===== src/rtl/multicycle_main_control_if.sv =====
// Control bundle between the multicycle main-control FSM and the MIPS datapath.
// The controller uses the master modport; the datapath uses slave.
interface multicycle_main_control_if;
  localparam int unsigned OPW = 6;
  localparam int unsigned STW = 4;

  logic [OPW-1:0] Opcode;
  logic           Zero;
  logic           mem_ready;
  logic           IorD;
  logic           MemRead;
  logic           MemWrite;
  logic           IRWrite;
  logic           RegDst;
  logic           MemtoReg;
  logic           RegWrite;
  logic           ALUSrcA;
  logic [1:0]     ALUSrcB;
  logic [1:0]     AluOp;
  logic [1:0]     PCSource;
  logic           PCEn;
  logic [STW-1:0] state_o;
  logic           instr_done;
  logic           illegal_op;

  modport master (
    input  Opcode, Zero, mem_ready,
    output IorD, MemRead, MemWrite, IRWrite, RegDst, MemtoReg, RegWrite,
           ALUSrcA, ALUSrcB, AluOp, PCSource, PCEn, state_o, instr_done, illegal_op
  );

  modport slave (
    output Opcode, Zero, mem_ready,
    input  IorD, MemRead, MemWrite, IRWrite, RegDst, MemtoReg, RegWrite,
           ALUSrcA, ALUSrcB, AluOp, PCSource, PCEn, state_o, instr_done, illegal_op
  );
endinterface


===== src/rtl/multicycle_main_control.sv =====
// Moore main-control FSM for the multicycle MIPS datapath with memory-ready stalls.
// Define MULTICYCLE_MAIN_CONTROL_BNE_EN to add the BNE instruction (state 12).
module multicycle_main_control (
  input  logic                        clk,
  input  logic                        reset,
  multicycle_main_control_if.master   bus
);
  localparam int unsigned OPW = 6;
  localparam int unsigned STW = 4;

  localparam logic [OPW-1:0] OP_RTYPE = 6'b000000;
  localparam logic [OPW-1:0] OP_J     = 6'b000010;
  localparam logic [OPW-1:0] OP_BEQ   = 6'b000100;
  localparam logic [OPW-1:0] OP_ADDI  = 6'b001000;
  localparam logic [OPW-1:0] OP_LW    = 6'b100011;
  localparam logic [OPW-1:0] OP_SW    = 6'b101011;
`ifdef MULTICYCLE_MAIN_CONTROL_BNE_EN
  localparam logic [OPW-1:0] OP_BNE   = 6'b000101;
`endif

  typedef enum logic [STW-1:0] {
    FETCH  = 4'd0,
    DECODE = 4'd1,
    MEMADR = 4'd2,
    MEMRD  = 4'd3,
    MEMWB  = 4'd4,
    MEMWR  = 4'd5,
    EXEC   = 4'd6,
    ALUWB  = 4'd7,
    BEQ    = 4'd8,
    ADDIEX = 4'd9,
    ADDIWB = 4'd10,
`ifdef MULTICYCLE_MAIN_CONTROL_BNE_EN
    BNE    = 4'd12,
`endif
    JUMP   = 4'd11
  } state_t;

  // Moore control word; fetch/branch/memwr bits are qualified by mem_ready/Zero at the output.
  typedef struct packed {
    logic       iord;
    logic       memread;
    logic       memwrite;
    logic       fetch;
    logic       regdst;
    logic       memtoreg;
    logic       regwrite;
    logic       alusrca;
    logic [1:0] alusrcb;
    logic [1:0] aluop;
    logic [1:0] pcsource;
    logic       pcwrite;
    logic       br_eq;
    logic       br_ne;
    logic       done;
    logic       memwr;
  } ctl_t;

  state_t state_q;
  state_t state_d;
  ctl_t   ctl_q;

  function automatic ctl_t decode_ctl(input state_t s);
    ctl_t c;
    c = '0;
    case (s)
      FETCH: begin
        c.memread = 1'b1; c.fetch = 1'b1; c.alusrcb = 2'b01;
      end
      DECODE: c.alusrcb = 2'b11;
      MEMADR: begin
        c.alusrca = 1'b1; c.alusrcb = 2'b10;
      end
      MEMRD: begin
        c.iord = 1'b1; c.memread = 1'b1;
      end
      MEMWB: begin
        c.memtoreg = 1'b1; c.regwrite = 1'b1; c.done = 1'b1;
      end
      MEMWR: begin
        c.iord = 1'b1; c.memwrite = 1'b1; c.memwr = 1'b1;
      end
      EXEC: begin
        c.alusrca = 1'b1; c.aluop = 2'b10;
      end
      ALUWB: begin
        c.regdst = 1'b1; c.regwrite = 1'b1; c.done = 1'b1;
      end
      BEQ: begin
        c.alusrca = 1'b1; c.aluop = 2'b01; c.pcsource = 2'b01;
        c.br_eq = 1'b1; c.done = 1'b1;
      end
`ifdef MULTICYCLE_MAIN_CONTROL_BNE_EN
      BNE: begin
        c.alusrca = 1'b1; c.aluop = 2'b01; c.pcsource = 2'b01;
        c.br_ne = 1'b1; c.done = 1'b1;
      end
`endif
      ADDIEX: begin
        c.alusrca = 1'b1; c.alusrcb = 2'b10;
      end
      ADDIWB: begin
        c.regwrite = 1'b1; c.done = 1'b1;
      end
      JUMP: begin
        c.pcsource = 2'b10; c.pcwrite = 1'b1; c.done = 1'b1;
      end
      default: c = '0;
    endcase
    return c;
  endfunction

  function automatic logic opcode_legal(input logic [OPW-1:0] op);
    logic ok;
    ok = (op == OP_LW) || (op == OP_SW) || (op == OP_RTYPE) ||
         (op == OP_BEQ) || (op == OP_ADDI) || (op == OP_J);
`ifdef MULTICYCLE_MAIN_CONTROL_BNE_EN
    ok = ok || (op == OP_BNE);
`endif
    return ok;
  endfunction

  // Next-state logic; unused encodings fall back to FETCH.
  always_comb begin
    state_d = FETCH;
    case (state_q)
      FETCH:  state_d = bus.mem_ready ? DECODE : FETCH;
      DECODE: begin
        case (bus.Opcode)
          OP_LW, OP_SW: state_d = MEMADR;
          OP_RTYPE:     state_d = EXEC;
          OP_BEQ:       state_d = BEQ;
          OP_ADDI:      state_d = ADDIEX;
          OP_J:         state_d = JUMP;
`ifdef MULTICYCLE_MAIN_CONTROL_BNE_EN
          OP_BNE:       state_d = BNE;
`endif
          default:      state_d = FETCH;
        endcase
      end
      MEMADR: begin
        if (bus.Opcode == OP_LW)      state_d = MEMRD;
        else if (bus.Opcode == OP_SW) state_d = MEMWR;
        else                          state_d = FETCH;
      end
      MEMRD:  state_d = bus.mem_ready ? MEMWB : MEMRD;
      MEMWB:  state_d = FETCH;
      MEMWR:  state_d = bus.mem_ready ? FETCH : MEMWR;
      EXEC:   state_d = ALUWB;
      ALUWB:  state_d = FETCH;
      ADDIEX: state_d = ADDIWB;
      default: state_d = FETCH;
    endcase
  end

  // Control word is decoded from the next state so it is registered alongside the state.
  always_ff @(posedge clk) begin
    if (reset) begin
      state_q <= FETCH;
      ctl_q   <= decode_ctl(FETCH);
    end else begin
      state_q <= state_d;
      ctl_q   <= decode_ctl(state_d);
    end
  end

  assign bus.IorD       = ~reset & ctl_q.iord;
  assign bus.MemRead    = ~reset & ctl_q.memread;
  assign bus.MemWrite   = ~reset & ctl_q.memwrite;
  assign bus.IRWrite    = ~reset & ctl_q.fetch & bus.mem_ready;
  assign bus.RegDst     = ~reset & ctl_q.regdst;
  assign bus.MemtoReg   = ~reset & ctl_q.memtoreg;
  assign bus.RegWrite   = ~reset & ctl_q.regwrite;
  assign bus.ALUSrcA    = ~reset & ctl_q.alusrca;
  assign bus.ALUSrcB    = reset ? 2'b00 : ctl_q.alusrcb;
  assign bus.AluOp      = reset ? 2'b00 : ctl_q.aluop;
  assign bus.PCSource   = reset ? 2'b00 : ctl_q.pcsource;
  assign bus.PCEn       = ~reset & ((ctl_q.fetch & bus.mem_ready) | ctl_q.pcwrite |
                                    (ctl_q.br_eq & bus.Zero) | (ctl_q.br_ne & ~bus.Zero));
  assign bus.instr_done = ~reset & (ctl_q.done | (ctl_q.memwr & bus.mem_ready));
  assign bus.illegal_op = ~reset & (state_q == DECODE) & ~opcode_legal(bus.Opcode);
  assign bus.state_o    = state_q;

endmodule


===== src/flat_wrapper.sv =====
// flat-port wrapper written by rule: the top's interface ports become plain ports
module multicycle_main_control_flat 
  (clk, reset, bus_Opcode, bus_Zero, bus_mem_ready, bus_IorD, bus_MemRead, bus_MemWrite, bus_IRWrite, bus_RegDst, bus_MemtoReg, bus_RegWrite, bus_ALUSrcA, bus_ALUSrcB, bus_AluOp, bus_PCSource, bus_PCEn, bus_state_o, bus_instr_done, bus_illegal_op);
  multicycle_main_control_if bus_i ();
  input  logic clk;
  input  logic reset;
  input wire logic [$bits(bus_i.Opcode)-1:0] bus_Opcode;
  input wire logic [$bits(bus_i.Zero)-1:0] bus_Zero;
  input wire logic [$bits(bus_i.mem_ready)-1:0] bus_mem_ready;
  output wire logic [$bits(bus_i.IorD)-1:0] bus_IorD;
  output wire logic [$bits(bus_i.MemRead)-1:0] bus_MemRead;
  output wire logic [$bits(bus_i.MemWrite)-1:0] bus_MemWrite;
  output wire logic [$bits(bus_i.IRWrite)-1:0] bus_IRWrite;
  output wire logic [$bits(bus_i.RegDst)-1:0] bus_RegDst;
  output wire logic [$bits(bus_i.MemtoReg)-1:0] bus_MemtoReg;
  output wire logic [$bits(bus_i.RegWrite)-1:0] bus_RegWrite;
  output wire logic [$bits(bus_i.ALUSrcA)-1:0] bus_ALUSrcA;
  output wire logic [$bits(bus_i.ALUSrcB)-1:0] bus_ALUSrcB;
  output wire logic [$bits(bus_i.AluOp)-1:0] bus_AluOp;
  output wire logic [$bits(bus_i.PCSource)-1:0] bus_PCSource;
  output wire logic [$bits(bus_i.PCEn)-1:0] bus_PCEn;
  output wire logic [$bits(bus_i.state_o)-1:0] bus_state_o;
  output wire logic [$bits(bus_i.instr_done)-1:0] bus_instr_done;
  output wire logic [$bits(bus_i.illegal_op)-1:0] bus_illegal_op;
  assign bus_i.Opcode = bus_Opcode;
  assign bus_i.Zero = bus_Zero;
  assign bus_i.mem_ready = bus_mem_ready;
  assign bus_IorD = bus_i.IorD;
  assign bus_MemRead = bus_i.MemRead;
  assign bus_MemWrite = bus_i.MemWrite;
  assign bus_IRWrite = bus_i.IRWrite;
  assign bus_RegDst = bus_i.RegDst;
  assign bus_MemtoReg = bus_i.MemtoReg;
  assign bus_RegWrite = bus_i.RegWrite;
  assign bus_ALUSrcA = bus_i.ALUSrcA;
  assign bus_ALUSrcB = bus_i.ALUSrcB;
  assign bus_AluOp = bus_i.AluOp;
  assign bus_PCSource = bus_i.PCSource;
  assign bus_PCEn = bus_i.PCEn;
  assign bus_state_o = bus_i.state_o;
  assign bus_instr_done = bus_i.instr_done;
  assign bus_illegal_op = bus_i.illegal_op;
  multicycle_main_control u_core (.clk(clk), .reset(reset), .bus(bus_i));
endmodule

===== config.mk =====
export PLATFORM = sky130hd
export DESIGN_NAME = multicycle_main_control_flat
export DESIGN_NICKNAME = d
export VERILOG_FILES = /design/src/rtl/multicycle_main_control_if.sv /design/src/rtl/multicycle_main_control.sv /design/src/flat_wrapper.sv
export SDC_FILE = /design/constraint.sdc
export NUM_CORES = 1
export LEC_CHECK = 0
export CORE_MARGIN = 4
export CORE_UTILIZATION = 30
export DETAILED_ROUTE_END_ITERATION = 12
export HOLD_SLACK_MARGIN = 0.02
export SYNTH_ARGS = -nofsm -noshare
export SYNTH_HDL_FRONTEND = slang
export SYNTH_SLANG_ARGS = --single-unit

===== constraint.sdc =====
create_clock -name clk -period 3.08 [get_ports clk]
set_input_delay 0.616 -clock clk [delete_from_list [all_inputs] [get_ports clk]]
set_output_delay 0.616 -clock clk [all_outputs]
set_load 0.005 [all_outputs]

==> results.cfg <==
[synthesis]
ys.warnings.count = 0
ys_types = 39
synthesis.nets = 130
synth_simple_gate_area_share_pct = 38.1
post_synth_inst_count = 120
yosysSeqAreaShare_pct = 37.3
syn-cell-area_mm2 = 0.00102
postSynthRegisterBits = 19
synth-adder-area-share_pct = 0
yosys.area_share.xor_xnor_pct = 0.858
syn-mean-instance-area_um2 = 8.51
synth_top_family_by_area = simple AND/OR/NAND/NOR gates
synth_compound_gate_area_share_pct = 18.6
yosys-mux-area-fraction_pct = 0

[worst_setup_path]
crit_reg_reg_endpoint = u_core.ctl_q[17]
regToRegSetupSlack_ns = 1.14
path_class = in -> out
crit_path_cell_trace = clkdlybuf4s50_1 > xor2_1 > a21oi_1 > nand2b_1 > and4_2 > clkdlybuf4s50_1
worst_r2r_path_depth = 5
cpMaxStageDelayCell = clkdlybuf4s50_1
worst_setup_path_end_kind = output port
start_kind = primary input
critPathMaxFanout = 7
crit_top_cell = clkdlybuf4s50_1
r2r_start = u_core.bus.state_o[3]
timing.critical_path.slowest_cell_delay_ns = 0.59
worstPathRequired_ns = 2.46
critPathArrivalTime_ns = 2.35

[clocking]
cts_made_buffers = 3
ctsHtreeMaxLevel = 1
clock_tree.buffer_depth = 2
post_cts.repair.setup_buffers = 0
tritoncts_clock_tree = yes
cts_root_buffer = clkbuf_4
clock_latency_ns = 0.30
cts.sink_count = 19
post_cts_resized = 0
path_clk_slew_ns = 0.11
post_cts_hold_buffer_count = 0

[grt]
initial_antenna_violation_count = 0
grt_remaining_overflow = 0
gr-usage-all-layers_pct = 12.4
wire_length_of_the_first_global_routing_pass_um = 4310
pin_count_of_the_biggest_net_entering_global_routing = 24
vias_in_the_first_global_route = 940

[finish]
final_layout_size_suffix_gt1_share_pct = 8.72
register_area_um2 = 380
multi_input_area_um2 = 588
layout.filler_cells = 328
final_common_cell = clkdlybuf4s50_1
n_antenna_cell = 0
most-common-layout-cells = 30 x clkdlybuf4s50_1, 19 x dfxtp_1, 14 x nor2b_1, 14 x nor2_1, 7 x nand3_1
finalNetCount = 160
layout-area-overhead-vs-synth_pct = 34.9

[sta]
actual_slew_at_the_worst_max_slew_pin_ns = 0.378
fmax_mhz = 337
min_period_over_period_pct = 96.3
clock_skew_ns = 0.0111
final.min_clock_period_ns = 2.97
timing.setup.tns_ns = 0
timing.final.hold_violations = 0
timing.final.max_slew_violations = 0
unrepaired_setup_endpoints_after_global_routing = false
number_of_failing_setup_endpoints_in_the_final_timing_report = 0
timing.max_slew.rel_slack_pct = 74.8

[place]
io_buffer_count = 30
place.gp.congestion = 0.851
post-dp-hpwl_um = 1890

[route]
detail-route-antenna-nets = 0
postRouteWirelength_um = 2440
drcViolationCount = 0
route.vias.total = 983
wl_per_cell_um = 12.6
drtPass1Iterations = 4
drt-vias-per-instance = 5.09
drt-initial-drc-count = 29

[power]
powerDensity_mw_per_mm2 = 324
report.power.total_uw = 447
worst_ir_drop_vdd_mv = 0.191
static-leakage-power_uw = 0.000503

[die]
floorplan.rows = 20
design.core.area_mm2 = 0.00315
fp.dieH_um = 66.3
initial_utilization_pct = 32.4
dieWidth_um = 66.3
io_pins = 31
die_area_mm2 = 0.00440

[worst_hold_path]
timing.hold.worst.start = u_core.bus.state_o[0]
holdCritPathClass = reg -> reg
holdPathEnd = u_core.ctl_q[8]
worst_hold_path.num_cells = 3

[run_status]
outcome = finished clean

[flow_run]
cap_viol_max_count = 0
-- cell usage after synthesis, drive strengths merged --
cell | instances | area (um2)
dfxtp | 19 | 380
nor2 | 14 | 52.6
nor2b | 14 | 87.6
nand3 | 7 | 35.0
inv | 5 | 18.8
and2 | 4 | 26.3
clkbuf | 4 | 15.0
nor3b | 4 | 30.0
o21ai | 4 | 20.0
a21oi | 3 | 15.0
and3 | 3 | 18.8
nand4 | 3 | 18.8
a211o | 2 | 17.5
a211oi | 2 | 15.0
a31o | 2 | 17.5
a31oi | 2 | 12.5
a32oi | 2 | 17.5
buf | 2 | 18.8
nand2 | 2 | 7.51
nand2b | 2 | 12.5
nand4b | 2 | 17.5
nor3 | 2 | 10.0
nor4 | 2 | 18.8
o211ai | 2 | 15.0
o21a | 2 | 15.0
a21o | 1 | 7.51
a22oi | 1 | 7.51
and2b | 1 | 8.76
and4 | 1 | 10.0
nor4b | 1 | 23.8
o21bai | 1 | 7.51
o221ai | 1 | 15.0
o31ai | 1 | 7.51
or3b | 1 | 11.3
xor2 | 1 | 8.76
-- power by group --
group / total [uW] / switching (uW) / internal [uW]
clock network: 126 / 78.0 / 48.4
logic: 68.3 / 32.0 / 36.3
registers: 252 / 2.27 / 250
total: 447 / 112 / 334
-- area by class of cell --
class | count | area share (%)
clock buffers | 3 | 1.63
clock inverters | 1 | 0.363
inverters | 5 | 1.36
multi-input cells | 90 | 42.7
flip-flops and latches | 19 | 27.6
well taps | 44 | 4.00
repair buffers | 31 | 22.3
-- stage by stage --
| stage | hold WS, ns | cells | cell area [um2] | utilization, % | setup WS (ns) |
|---|---|---|---|---|---|
| after detailed placement | 0.700 | 189 | 1350 | 42.8 | 0.116 |
| final | 0.695 | 193 | 1380 | 43.7 | 0.115 |
| after CTS | 0.709 | 193 | 1380 | 43.7 | 0.115 |
| after global placement | 0.696 | 189 | 1350 | 42.8 | 0.169 |
| after floorplan | 0.648 | 120 | 1020 | - | 1.03 |
| after global routing | 0.762 | 193 | 1380 | 43.7 | 0.00451 |
-- worst max-delay path, delay by kind of cell --
family	cells	cell delay [ns]
and+or+nand+nor	2	0.34
xor gates and xnor gates	1	0.25
buffers and inverters	2	1.03
AOI/OAI and AO/OA	1	0.11
-- registers in the layout, indices dropped and copies added (netlist names) --
name / cells
u_core.ctl_q: 15
u_core.bus.state_o: 4
-- how the worst max path moves through the flow --
stage                              from               end  slack [ns]  cells past startpoint
after floorplan           bus_Opcode[5]  u_core.ctl_q[17]        1.03                      6
after detailed placement  bus_Opcode[3]    bus_illegal_op        0.12                      6
after CTS                 bus_Opcode[3]    bus_illegal_op        0.11                      6
after global placement    bus_Opcode[3]    bus_illegal_op        0.17                      6
final                     bus_Opcode[3]    bus_illegal_op        0.11                      6
after global routing      bus_Opcode[3]    bus_illegal_op       0.005                      6
-- logic make-up after synthesis --
group | Yosys count
AND/OR/NAND/NOR | 63
AO/OA/AOI/OAI | 26
flip-flops | 19
buffers and inverters | 11
XOR/XNOR | 1
-- routing by layer --
metal | wire length, um | vias to the layer above | part of all wire (%) | GRT usage, %
met2 | 1220 | 25 | 50 | 21.8
li1 | - | 487 | - | -
met1 | 1100 | 471 | 45 | 15.0
met5 | 0 | - | 0 | 0
met3 | 115 | 0 | 4.7 | 3.57
met4 | 0 | 0 | 0 | 2.28
No activity file was read; power rests on OpenSTA's default activity.
